`config.mk`:
```
export PLATFORM = sky130hd
export DESIGN_NAME = uart_rx_unit
export DESIGN_NICKNAME = d
export VERILOG_FILES = /design/src/rtl/uart_rx_unit.sv
export SDC_FILE = /design/constraint.sdc
export NUM_CORES = 1
export LEC_CHECK = 0
export CORE_ASPECT_RATIO = 1.2
export CORE_MARGIN = 2
export CORE_UTILIZATION = 57
export DETAILED_ROUTE_END_ITERATION = 8
export GPL_TIMING_DRIVEN = 0
export PLACE_DENSITY = 0.8
export RECOVER_POWER = 25
export SYNTH_ARGS = -nofsm -noshare
export SYNTH_HDL_FRONTEND = slang
export SYNTH_SLANG_ARGS = --single-unit
```
`constraint.sdc`:
```
create_clock -name sys_clk -period 2.5 [get_ports sys_clk]
set_input_delay 0.75 -clock sys_clk [delete_from_list [all_inputs] [get_ports sys_clk]]
set_output_delay 0.75 -clock sys_clk [all_outputs]
set_load 0.02 [all_outputs]
```
`src/rtl/uart_rx_unit.sv`:
```
// 8N1 UART receiver for the CPU's memory-mapped I/O: a 2-flop synchroniser feeds a bit-centre sampling FSM.
// The received byte is held with a valid flag and ack handshake, plus sticky overrun and framing-error flags.
`timescale 1ns/1ps
module uart_rx_unit #(
  parameter int CLK_FREQ = 100_000_000,
  parameter int BAUD     = 9600
) (
  input  logic       sys_clk,
  input  logic       reset,
  input  logic       UART_RX,
  input  logic       rx_ack,
  input  logic       clr_err,
  output logic [7:0] rx_data,
  output logic       rx_valid,
  output logic       overrun,
  output logic       frame_err,
  output logic       rx_busy
);
  localparam int CLKS_PER_BIT = CLK_FREQ / BAUD;
  localparam int CW           = $clog2(CLKS_PER_BIT);
  localparam logic [CW-1:0] CNT_BIT  = CW'(CLKS_PER_BIT - 1);
  localparam logic [CW-1:0] CNT_HALF = CW'(CLKS_PER_BIT / 2 - 1);

  typedef enum logic [2:0] {IDLE, START, DATA, STOP, BREAK} state_t;

  state_t        state;
  logic [1:0]    rx_pipe;
  logic          rxs;
  logic [CW-1:0] cnt;
  logic [2:0]    idx;
  logic [7:0]    shift;
  logic          bit_end, load, ferr;

  // Idle-high line: the synchroniser resets to 1 so reset never looks like a start bit
  always_ff @(posedge sys_clk or posedge reset)
    if (reset) rx_pipe <= 2'b11;
    else       rx_pipe <= {rx_pipe[0], UART_RX};

  assign rxs     = rx_pipe[1];
  assign bit_end = (cnt == CNT_BIT);
  assign load    = (state == STOP) && bit_end && rxs;
  assign ferr    = (state == STOP) && bit_end && !rxs;
  assign rx_busy = (state != IDLE);

  always_ff @(posedge sys_clk or posedge reset) begin
    if (reset) begin
      state <= IDLE;
      cnt   <= '0;
      idx   <= '0;
      shift <= '0;
    end else begin
      case (state)
        IDLE: begin
          cnt <= '0;
          if (!rxs) state <= START;
        end
        START: begin
          if (cnt == CNT_HALF) begin
            cnt <= '0;
            idx <= '0;
            state <= rxs ? IDLE : DATA;
          end else cnt <= cnt + 1'b1;
        end
        DATA: begin
          if (bit_end) begin
            cnt <= '0;
            shift[idx] <= rxs;
            idx <= idx + 1'b1;
            if (idx == 3'd7) state <= STOP;
          end else cnt <= cnt + 1'b1;
        end
        STOP: begin
          if (bit_end) begin
            cnt <= '0;
            state <= rxs ? IDLE : BREAK;
          end else cnt <= cnt + 1'b1;
        end
        BREAK: begin
          cnt <= '0;
          if (rxs) state <= IDLE;
        end
        default: state <= IDLE;
      endcase
    end
  end

  // A load in the same cycle as rx_ack consumes the old byte, so it is not an overrun
  always_ff @(posedge sys_clk or posedge reset) begin
    if (reset) begin
      rx_data   <= '0;
      rx_valid  <= 1'b0;
      overrun   <= 1'b0;
      frame_err <= 1'b0;
    end else begin
      if (load) begin
        rx_data  <= shift;
        rx_valid <= 1'b1;
      end else if (rx_ack) begin
        rx_valid <= 1'b0;
      end
      if (load && rx_valid && !rx_ack) overrun <= 1'b1;
      else if (clr_err)                overrun <= 1'b0;
      if (ferr)         frame_err <= 1'b1;
      else if (clr_err) frame_err <= 1'b0;
    end
  end
endmodule

```
==> results.py <==
metrics = {
    "status": {
        "outcome": "completed",
    },
    "route": {
        "wire_per_inst_um": 16.37,
        "drt_iter0_drc": 99,
        "drt-total-wl_um": 4206,
        "firstDrtPassIters": 4,
        "ant_nets": 0,
        "vias": 1578,
        "vias_per_cell": 6.140,
        "drc": 0,
    },
    "worst_setup_path": {
        "worst_setup_path_end_kind": "output port",
        "crit_path_start_kind": "flop",
        "critPathLaunch": "state[0]",
        "crit_fanout": 10,
        "crit_type": "reg2out",
        "required_ps": 1750,
        "arrival_ps": 1580,
        "timing.rr.start": "cnt[0]",
    },
    "power": {
        "combPwrFrac_pct": 1.8,
        "clock_power_share_pct": 43.7,
        "swShare_pct": 20.75,
        "intPower_uw": 970.4,
        "ir_drop_uv": 446.1,
        "switchingPower_uw": 254.0,
        "p_total_uw": 1224,
        "powerDensity_nw_per_um2": 499.5,
        "pwr-share-seq_pct": 54.4,
        "p_leak_uw": 0.001078,
    },
    "die": {
        "pin_count": 17,
        "row_count": 24,
        "die_area_um2": 4240,
        "die_w_um": 59.78,
        "coreArea_um2": 3603,
        "die_h_um": 70.94,
        "start_util_pct": 59.06,
    },
    "clock_network": {
        "htreeDepth": 2,
        "cts.clk_slew.worst_paths_ps": 80,
        "cts_sinks": 41,
        "cts_inserted_buffers": 5,
        "clock_latency_ps": 300,
        "clockBufferDepth": 2,
        "cts_tree": "done",
        "cts_root_buffer": "clkbuf_8",
    },
    "layout": {
        "antenna_cells": 0,
        "drive_gt1_share_pct": 18.35,
        "areaGrowthSynthToFinish_pct": 15.17,
        "fin_util_pct": 68.02,
        "final_nets": 225,
    },
    "synthesis": {
        "ys_async_sr_fraction_pct": 100.0,
        "ys_types": 50,
        "ys_seq_elements": 41,
        "yosysWarnings": 0,
        "ys.flop_type": "dfrtp_1",
        "synth.mux.area_fraction_pct": 8.995,
        "synth_edf_count": 0,
        "synth_top_area_share_pct": 45.86,
        "ys_seq_area_share_pct": 48.32,
        "synth_fa_ha_area_share_pct": 1.764,
        "synth_top_family_by_area": "simple AND/OR/NAND/NOR gates",
        "syn_area_per_cell_um2": 10.97,
        "synthSimpleGateAreaFrac_pct": 23.46,
        "synth_compound_area_share_pct": 10.58,
        "synth_nets": 202,
        "synth_most_common_cell": "dfrtp_1",
        "synth_area_leader_cell": "dfrtp_1",
        "synthTopCellsByCount": "39 x dfrtp_1, 14 x mux2_2, 12 x inv_1, 11 x nand2_1, 10 x nor2_1",
        "synth-xor-area-share_pct": 2.469,
        "ys_top_cells_by_area": "dfrtp_1 46%, mux2_2 7.4%, nor4_4 3.0%",
        "synth_cells": 194,
        "netlist_area_um2": 2128,
    },
    "sta": {
        "finalHoldViolations": 0,
        "worst_pin_slew_ps": 813.9,
        "tns_ps": 0,
        "relSlewSlack_pct": 45.66,
        "rsz0062_at_grt": "no",
        "finalMaxSlewViolations": 0,
        "period_needed_ps": 2332,
        "max_freq_mhz": 428.7,
        "layout_setup_ws_ps": 167.6,
        "finClkSkew_ps": 3.453,
        "setup_viol": 0,
        "period_share_pct": 93.30,
    },
    "global_routing": {
        "grt_overflow": 0,
        "antenna_found_initial": 0,
        "track_usage_pct": 23.25,
        "grt_pass1_vias": 1630,
        "grt_max_degree": 42,
        "grt_pass1_wl_um": 7383,
    },
    "min_path": {
        "min_from": "rx_pipe[0]",
        "holdCritPathClass": "reg2reg",
    },
    "placement": {
        "pre_cts_ws_ps": 271.6,
        "routabilityCongestion": 0.8660,
        "numPortBuffers": 16,
        "place_hpwl_um": 3121,
    },
    "run": {
        "maxCapViolations": 0,
    },
}
## worst max-delay path, stage by stage, from the launching register on
cell and delay (ps):
dfrtp_1 400, buf_2 180, or3_1 380, dlygate4sd2_1 330
## state kept, by name, indices dropped and copies added (netlist names)
name / count
idx: 3
rx_valid: 1
rx_pipe: 2
cnt: 14
rx_data: 8
shift: 8
state: 3
overrun: 1
frame_err: 1
## stage by stage
step	instances	hold WS (ps)	cell area, µm²
after detailed placement	249	350.1	2337
after CTS	257	366.4	2451
after floorplan	194	345.2	2128
final	257	359.1	2451
after global placement	249	347.9	2337
after global routing	257	365.4	2451
## path summary, 6_finish.rpt
path / to / slack, ps / cells past startpoint
worst min register to register: rx_pipe[1] / 360 / 0
worst max register to register: shift[3] / 440 / 6
min in group asynchronous: shift[5] / 1060 / 2
worst max-delay path: rx_busy / 170 / 3
max in group asynchronous: rx_data[2] / 920 / 2
worst min-delay path: rx_pipe[1] / 360 / 0
## routing by layer
layer	GRT usage, %	routed length (µm)	vias to the layer above
li1	-	-	761
met1	27.22	1650	778
met2	39.01	2320	30
met3	5.667	122	9
met4	11.11	113	0
met5	0	0	-
## power groups by stage
stage                     registers (µW)  clock network (µW)  logic, µW
after global placement               680                   0       23.6
after CTS                            667                 551       24.7
final                                667                 535       22.6
after floorplan                      679                   0       13.2
after detailed placement             680                   0       24.6
after global routing                 667                 569       26.8
## final cells by class
cell class | count | area, µm²
inverter | 12 | 45.04
clock buffer | 5 | 68.82
tap | 39 | 48.80
fill | 283 | 1152
buffer | 9 | 48.80
timing repair buffer | 16 | 158.9
multi-input combinational | 132 | 1006
clock inverter | 3 | 46.29
sequential | 41 | 1028
## cells by family after synthesis
| family | count (synthesis) |
|---|---|
| AOI/OAI and AO/OA | 32 |
| DFF | 41 |
| adders and majority gates | 3 |
| and+or+nand+nor | 74 |
| buffers and inverters | 21 |
| xor gates and xnor gates | 6 |
| muxes | 17 |
## placed cells by master, fill, tap and decap left out, types with 4 or more instances in the layout
cell type and instances:
o21ai_0 4, clkdlybuf4s50_1 13, mux2_2 14, dfrtp_1 39, buf_2 6, nand4_1 7
nor3_1 6, nor2_1 10, nand2_1 11, clkbuf_8 5, nand2b_1 4, inv_1 11
a21oi_1 7, nand3_1 7
## what timing repair did
item,CTS,global route
buffers inserted,0,0
gates resized for setup,1,0
setup endpoints to repair,1,0
hold buffers,0,0
No activity file was read; power rests on OpenSTA's default activity.
